--- config.mk ---
export PLATFORM = sky130hd
export DESIGN_NAME = sdram_port_arbiter
export DESIGN_NICKNAME = d
export VERILOG_FILES = /design/src/rtl/sdram_arb_pkg.sv /design/src/rtl/sdram_arb_select.sv /design/src/rtl/sdram_port_arbiter.sv
export SDC_FILE = /design/constraint.sdc
export NUM_CORES = 1
export LEC_CHECK = 0
export BUFFER_PORTS_ARGS = -buffer_cell sky130_fd_sc_hd__buf_2
export CORE_MARGIN = 10
export CORE_UTILIZATION = 40
export DETAILED_ROUTE_END_ITERATION = 10
export PLACE_DENSITY = 0.74
export SLEW_MARGIN = 20
export SYNTH_ARGS = -nofsm -noshare
export SYNTH_HDL_FRONTEND = slang
export SYNTH_SLANG_ARGS = --single-unit
--- constraint.sdc ---
create_clock -name clk_i -period 3.2 [get_ports clk_i]
set_clock_uncertainty 0.1 [all_clocks]
set_input_delay 0.32 -clock clk_i [delete_from_list [all_inputs] [get_ports clk_i]]
set_output_delay 0.32 -clock clk_i [all_outputs]
set_load 0.05 [all_outputs]
--- src/rtl/sdram_arb_pkg.sv ---
// Shared types and constants for the three-port SDRAM arbiter.
package sdram_arb_pkg;

    typedef enum logic [1:0] {
        REQ_CART = 2'd0,
        REQ_LDR  = 2'd1,
        REQ_DBG  = 2'd2
    } req_id_e;

    typedef enum logic [1:0] {
        IDLE,
        ISSUE,
        RELEASE,
        RESPOND
    } state_e;

    localparam logic [15:0] TIMEOUT_DATA = 16'hDEAD;

endpackage

--- src/rtl/sdram_arb_select.sv ---
// Grant selection: cart priority with a bypass limit, round-robin between loader and debug.
module sdram_arb_select
    import sdram_arb_pkg::*;
#(
    parameter int unsigned MAX_BYPASS = 4
) (
    input  logic    clk_i,
    input  logic    rst_ni,
    input  logic    grant_en_i,
    input  logic    cart_req_i,
    input  logic    ldr_req_i,
    input  logic    dbg_req_i,
    output logic    gnt_valid_o,
    output req_id_e gnt_id_o
);

    localparam int unsigned BypW = (MAX_BYPASS > 0) ? $clog2(MAX_BYPASS + 1) : 1;

    logic [BypW-1:0] bypass_q, bypass_d;
    req_id_e         rr_q, rr_d;
    logic            low_pend, force_low;

    always_comb begin
        low_pend    = ldr_req_i | dbg_req_i;
        force_low   = low_pend && (bypass_q == BypW'(MAX_BYPASS));
        gnt_valid_o = cart_req_i | low_pend;
        gnt_id_o    = REQ_CART;
        // rr_q names the low-tier requester that wins a tie
        if (!(cart_req_i && !force_low) && low_pend) begin
            if (rr_q == REQ_LDR) begin
                gnt_id_o = ldr_req_i ? REQ_LDR : REQ_DBG;
            end else begin
                gnt_id_o = dbg_req_i ? REQ_DBG : REQ_LDR;
            end
        end
    end

    always_comb begin
        bypass_d = bypass_q;
        rr_d     = rr_q;
        if (grant_en_i && gnt_valid_o) begin
            if (gnt_id_o == REQ_CART) begin
                if (low_pend && (bypass_q != BypW'(MAX_BYPASS))) begin
                    bypass_d = bypass_q + BypW'(1);
                end
            end else begin
                bypass_d = '0;
                rr_d     = (gnt_id_o == REQ_LDR) ? REQ_DBG : REQ_LDR;
            end
        end
    end

    always_ff @(posedge clk_i or negedge rst_ni) begin
        if (!rst_ni) begin
            bypass_q <= '0;
            rr_q     <= REQ_LDR;
        end else begin
            bypass_q <= bypass_d;
            rr_q     <= rr_d;
        end
    end

endmodule

--- src/rtl/sdram_port_arbiter.sv ---
// Shares one SDRAM controller between cart read, loader write and debug read ports,
// with 4-phase handshakes on both sides and a controller-ack timeout.
module sdram_port_arbiter
    import sdram_arb_pkg::*;
#(
    parameter int unsigned ADDR_W     = 32,
    parameter int unsigned DATA_W     = 16,
    parameter int unsigned MAX_BYPASS = 4,
    parameter int unsigned TIMEOUT    = 1023
) (
    input  logic              clk_i,
    input  logic              rst_ni,
    input  logic              cart_req_i,
    input  logic [ADDR_W-1:0] cart_addr_i,
    output logic              cart_ack_o,
    output logic [DATA_W-1:0] cart_data_o,
    input  logic              ldr_req_i,
    input  logic [ADDR_W-1:0] ldr_addr_i,
    input  logic [DATA_W-1:0] ldr_data_i,
    output logic              ldr_ack_o,
    input  logic              dbg_req_i,
    input  logic [ADDR_W-1:0] dbg_addr_i,
    output logic              dbg_ack_o,
    output logic [DATA_W-1:0] dbg_data_o,
    output logic              mem_wr_o,
    output logic [ADDR_W-1:0] mem_waddr_o,
    output logic [DATA_W-1:0] mem_wdata_o,
    input  logic              mem_wack_i,
    output logic              mem_rd_o,
    output logic [ADDR_W-1:0] mem_raddr_o,
    input  logic [DATA_W-1:0] mem_rdata_i,
    input  logic              mem_rack_i,
    output logic              busy_o,
    output logic              err_o
);

    localparam int unsigned TmoW = $clog2(TIMEOUT + 1);

    state_e            state_q, state_d;
    req_id_e           id_q, id_d;
    logic [ADDR_W-1:0] addr_q, addr_d;
    logic [DATA_W-1:0] wdata_q, wdata_d;
    logic [DATA_W-1:0] rdata_q, rdata_d;
    logic [TmoW-1:0]   tmo_q, tmo_d;
    logic              err_q, err_d;

    logic    gnt_valid;
    req_id_e gnt_id;
    logic    is_wr, mem_ack, tmo_hit, winner_req;

    assign is_wr      = (id_q == REQ_LDR);
    assign mem_ack    = is_wr ? mem_wack_i : mem_rack_i;
    assign tmo_hit    = (tmo_q == TmoW'(TIMEOUT - 1));
    assign winner_req = (id_q == REQ_LDR) ? ldr_req_i :
                        (id_q == REQ_DBG) ? dbg_req_i : cart_req_i;

    assign cart_ack_o  = (state_q == RESPOND) && (id_q == REQ_CART);
    assign ldr_ack_o   = (state_q == RESPOND) && (id_q == REQ_LDR);
    assign dbg_ack_o   = (state_q == RESPOND) && (id_q == REQ_DBG);
    assign cart_data_o = rdata_q;
    assign dbg_data_o  = rdata_q;
    assign mem_wr_o    = (state_q == ISSUE) && is_wr;
    assign mem_rd_o    = (state_q == ISSUE) && !is_wr;
    assign mem_waddr_o = addr_q;
    assign mem_raddr_o = addr_q;
    assign mem_wdata_o = wdata_q;
    assign busy_o      = (state_q != IDLE);
    assign err_o       = err_q;

    sdram_arb_select #(
        .MAX_BYPASS(MAX_BYPASS)
    ) u_select (
        .clk_i      (clk_i),
        .rst_ni     (rst_ni),
        .grant_en_i (state_q == IDLE),
        .cart_req_i (cart_req_i & ~cart_ack_o),
        .ldr_req_i  (ldr_req_i & ~ldr_ack_o),
        .dbg_req_i  (dbg_req_i & ~dbg_ack_o),
        .gnt_valid_o(gnt_valid),
        .gnt_id_o   (gnt_id)
    );

    always_comb begin
        state_d = state_q;
        id_d    = id_q;
        addr_d  = addr_q;
        wdata_d = wdata_q;
        rdata_d = rdata_q;
        tmo_d   = '0;
        err_d   = 1'b0;
        unique case (state_q)
            IDLE: begin
                if (gnt_valid) begin
                    state_d = ISSUE;
                    id_d    = gnt_id;
                    wdata_d = ldr_data_i;
                    case (gnt_id)
                        REQ_LDR: addr_d = ldr_addr_i;
                        REQ_DBG: addr_d = dbg_addr_i;
                        default: addr_d = cart_addr_i;
                    endcase
                end
            end
            ISSUE, RELEASE: begin
                tmo_d = tmo_q + TmoW'(1);
                // Timeout wins over a same-cycle ack so the abort is unambiguous
                if (tmo_hit) begin
                    state_d = RESPOND;
                    err_d   = 1'b1;
                    rdata_d = DATA_W'(TIMEOUT_DATA);
                    tmo_d   = '0;
                end else if ((state_q == ISSUE) && mem_ack) begin
                    state_d = RELEASE;
                    if (!is_wr) begin
                        rdata_d = mem_rdata_i;
                    end
                end else if ((state_q == RELEASE) && !mem_ack) begin
                    state_d = RESPOND;
                    tmo_d   = '0;
                end
            end
            RESPOND: begin
                if (!winner_req) begin
                    state_d = IDLE;
                end
            end
            default: state_d = IDLE;
        endcase
    end

    always_ff @(posedge clk_i or negedge rst_ni) begin
        if (!rst_ni) begin
            state_q <= IDLE;
            id_q    <= REQ_CART;
            addr_q  <= '0;
            wdata_q <= '0;
            rdata_q <= '0;
            tmo_q   <= '0;
            err_q   <= 1'b0;
        end else begin
            state_q <= state_d;
            id_q    <= id_d;
            addr_q  <= addr_d;
            wdata_q <= wdata_d;
            rdata_q <= rdata_d;
            tmo_q   <= tmo_d;
            err_q   <= err_d;
        end
    end

endmodule

==> impl.org <==
** Clock network
- Clock slew seen by the registers of the worst setup and hold paths :: 0.06 ns
- The later pin in the worst-skew pair is clocked with a latency of 0.33 ns.
- TritonCTS built the clock tree.
- CTS built an H-tree with a depth of 3.
- Sinks on the clock net :: 84
- Buffers inserted during clock tree synthesis total 9.
- The root buffer cell chosen for the clock tree is sky130_fd_sc_hd__clkbuf_16.
- Number of buffers between clock root and the deepest sink :: 2

** Drt
- For this run, the detailed router's first-pass iteration total came to 4.
- Routed wire length :: 13,900 um
- Average vias per placed instance :: 5.07
- For this block, the initial DRC count from the detailed router was 220.
- DR DRC count :: 0
- Via total after detailed routing :: 4,105
- Average routed wire per standard cell :: 17.2 um
- Detail Route Antenna Nets :: 0

** Floorplan
- Boundary pin count :: 254
- The floorplan has 38 rows.
- Initial Utilization :: 41.1%
- In this run the horizontal extent of the chip is 126 um.
- Placeable core region :: 10,900 um2
- Measured along the y axis, the die boundary spans 126 um.
- The die covers 15,900 um2.

** Synth
- sky130_fd_sc_hd__dfrtp_1 takes more of the synthesized area than any other cell.
- Of the total synthesized cell area, the portion taken by full adders, half adders and majority gates is 3.06%.
- Average footprint of a synthesized cell :: 9.50 um2
- For this run, the number of Yosys warnings is 0.
- Yosys attributes the largest share of cell area to sky130_fd_sc_hd__dfrtp_1, sky130_fd_sc_hd__buf_4, sky130_fd_sc_hd__o21ai_0, sky130_fd_sc_hd__nand2_1, sky130_fd_sc_hd__a22oi_1.
- Fraction of the mapped netlist area in simple logic gates :: 12.1%
- Synth top area share :: 46.2%
- When the netlist entered floorplanning its net count stood at 619.
- In the synthesized netlist the dominant register cell turns out to be sky130_fd_sc_hd__dfrtp_1.
- Top-count cell post-synth :: sky130_fd_sc_hd__dfrtp_1
- Number of library cell types mapped by synthesis :: 39
- Summing the areas of all xor and xnor instances in the mapped netlist gives 1.17% of the synthesized area.
- The synthesized netlist devotes 19.1% of its cell area to compound gates.
- Portion of netlist area occupied by mux cells :: 5.65%
- After synthesis, flip-flops and latches occupy 46.8% of the total area.
- For this run, asynchronously set or reset flops after synthesis account for 100%.
- After synthesis the cells add up to 4500 um2.
- After synthesis, the largest family of logic cells by area is compound AO/OA/AOI/OAI gates.
- The synthesized design contains 84 register bits.
- Count of mapped cells out of synthesis :: 473
- By count the netlist is led by sky130_fd_sc_hd__dfrtp_1, sky130_fd_sc_hd__nand2_1, sky130_fd_sc_hd__o21ai_0.
- Post-synth EDFFs :: 0

** Critical path
- Setup Crit Path Kind :: reg2reg
- Highest net fanout along the worst path :: 32
- Worst EP required :: 3.35 ns
- STA classifies the critical path endpoint as a flop.
- Critical path startpoint category :: flop
- At the worst endpoint, the arrival time is 2.95 ns.

** Timing
- RSZ-0062 raised after global routing :: false
- Final setup viols :: 0
- Slew at the pin closest to its max-slew limit :: 0.881 ns
- The clock period could shrink to 2.81 ns.
- Final Cycle Share :: 87.7%
- Slew Limit Headroom :: 41.3%
- Pins Over Slew Limit :: 0
- Maximum clock frequency :: 356 MHz
- The count of final hold-check violations is 0.

** Placed design
- Detailed Place HPWL :: 11,000 um
- Area after detailed placement :: 5510 um2
- Placer congestion estimate :: 0.879
- # port buffers :: 253

** Status
- The flow ran to the end, and the final reports show no timing, DRC or antenna violations.

** Global routing
- Maximum number of pins on one net before global-route repair :: 85
- The first global-routing pass estimated 22,300 um of wire.
- The number of global-route vias before repair was 4,440.
- Remaining global-route overflow :: 0
- Global routing used 16.9% of the available tracks across all layers.
- The initial antenna violation count is 1.

** Cells and area
- Fraction of final layout cells with drive strength greater than 1 :: 43.8%
- Relative to the synthesized area, the layout overhead comes to 29.8%.
- Post-layout nets :: 811
- With fillers left out, the area of the finished cells amounts to 5840 um2.
- The layout has 1,012 filler cells.

** Worst hold path
- The min-delay analysis places its worst path in the category in2reg.

** Run
- Max-cap check violation count :: 0
==> area by class of cell <==
type / count / area, um2 / area share, %
sequential: 84 / 2100 / 36.0
clock inverter: 4 / 75.1 / 1.29
multi-input combinational: 300 / 1860 / 31.8
antenna: 1 / 2.50 / 0.0429
timing repair buffer: 257 / 1340 / 23.0
clock buffer: 11 / 233 / 3.99
inverter: 13 / 48.8 / 0.836
tap: 140 / 175 / 3.00
==> critical path, cell delays in order, from the launching register on <==
cell	delay, ns
sky130_fd_sc_hd__dfrtp_1	0.40
sky130_fd_sc_hd__ha_1	0.30
sky130_fd_sc_hd__nand2b_1	0.15
sky130_fd_sc_hd__o211ai_1	0.23
sky130_fd_sc_hd__o2111ai_1	0.24
sky130_fd_sc_hd__inv_1	0.11
sky130_fd_sc_hd__ha_2	0.62
sky130_fd_sc_hd__a22oi_1	0.24
sky130_fd_sc_hd__nand2_1	0.12
sky130_fd_sc_hd__o21ai_0	0.08
sky130_fd_sc_hd__o21ai_0	0.15
==> flip-flops by register name, indices dropped and copies added (netlist names) <==
register and count:
err_o 1, cart_data_o 16, tmo_q 10, id_q 2
u_select.bypass_q 3, mem_wdata_o 16, mem_raddr_o 32, u_select.rr_q 2
state_q 2
==> logic make-up (layout without fill, tap and decap cells) <==
group,count (synthesis),count (layout)
AOI/OAI and AO/OA,135,135
xor gates and xnor gates,6,6
adders and majority gates,11,11
buffers and inverters,89,285
DFF,84,84
muxes,23,23
other,0,1
and+or+nand+nor,125,125
==> what timing repair did <==
action                     in CTS  in global routing
resized for setup               1                  0
hold buffers                    0                  1
hold endpoints to repair        0                  1
buffers inserted                0                  0
setup endpoints to repair       1                  0
==> path summary, 6_finish.rpt <==
path	startpoint	end	slack, ns	cells past startpoint
setup / recovery	state_q[0]$_DFFE_PN0P_	mem_raddr_o[4]$_DFFE_PN0P_	0.39	10
min in group asynchronous	rst_ni	cart_data_o[13]$_DFFE_PN0P_	0.51	2
max in group asynchronous	rst_ni	mem_raddr_o[19]$_DFFE_PN0P_	1.99	2
hold reg to reg	u_select.rr_q[0]$_DFFE_PN1P_	u_select.rr_q[0]$_DFFE_PN1P_	0.36	2
setup reg to reg	state_q[0]$_DFFE_PN0P_	mem_raddr_o[4]$_DFFE_PN0P_	0.39	10
hold / removal	mem_rdata_i[9]	cart_data_o[9]$_DFFE_PN0P_	0.10	2
==> per-layer routing <==
metal	vias to the layer above	GRT usage (%)	wire length, um	part of all wire, %
li1	1982	-	-	-
met5	-	0	0	0
met3	14	7.17	1490	11
met2	199	29.5	6950	50
met4	0	4.29	141	1.0
met1	1910	18.4	5320	38
==> cells in the final DEF, fill, tap and decap left out, types with 9 or more instances in the layout <==
| master | netlist | layout |
|---|---|---|
| sky130_fd_sc_hd__nor2_1 | 14 | 14 |
| sky130_fd_sc_hd__o22a_1 | 11 | 11 |
| sky130_fd_sc_hd__a22oi_1 | 32 | 32 |
| sky130_fd_sc_hd__dfrtp_1 | 83 | 83 |
| sky130_fd_sc_hd__clkbuf_16 | 0 | 9 |
| sky130_fd_sc_hd__o21ai_0 | 71 | 71 |
| sky130_fd_sc_hd__buf_2 | 4 | 252 |
| sky130_fd_sc_hd__mux2_2 | 19 | 19 |
| sky130_fd_sc_hd__inv_1 | 13 | 13 |
| sky130_fd_sc_hd__ha_1 | 11 | 9 |
| sky130_fd_sc_hd__nand2_1 | 80 | 80 |
==> through the flow <==
| step | hold WS (ns) | utilization [%] | TNS [ns] | std cells | setup slack (ns) |
|---|---|---|---|---|---|
| after floorplan | -0.0756 | - | 0 | 473 | 0.835 |
| after global placement | 0.354 | 50.4 | 0 | 793 | 0.110 |
| after detailed placement | 0.357 | 50.4 | -0.541 | 793 | -0.123 |
| after CTS | 0.0903 | 53.2 | 0 | 808 | 0.427 |
| after global routing | 0.0999 | 53.4 | 0 | 809 | 0.0865 |
| final | 0.104 | 53.4 | 0 | 810 | 0.394 |
Power is left out: the tool's default activity adds up to more than one toggle a clock period on the data nets, which glitch-free logic cannot reach.
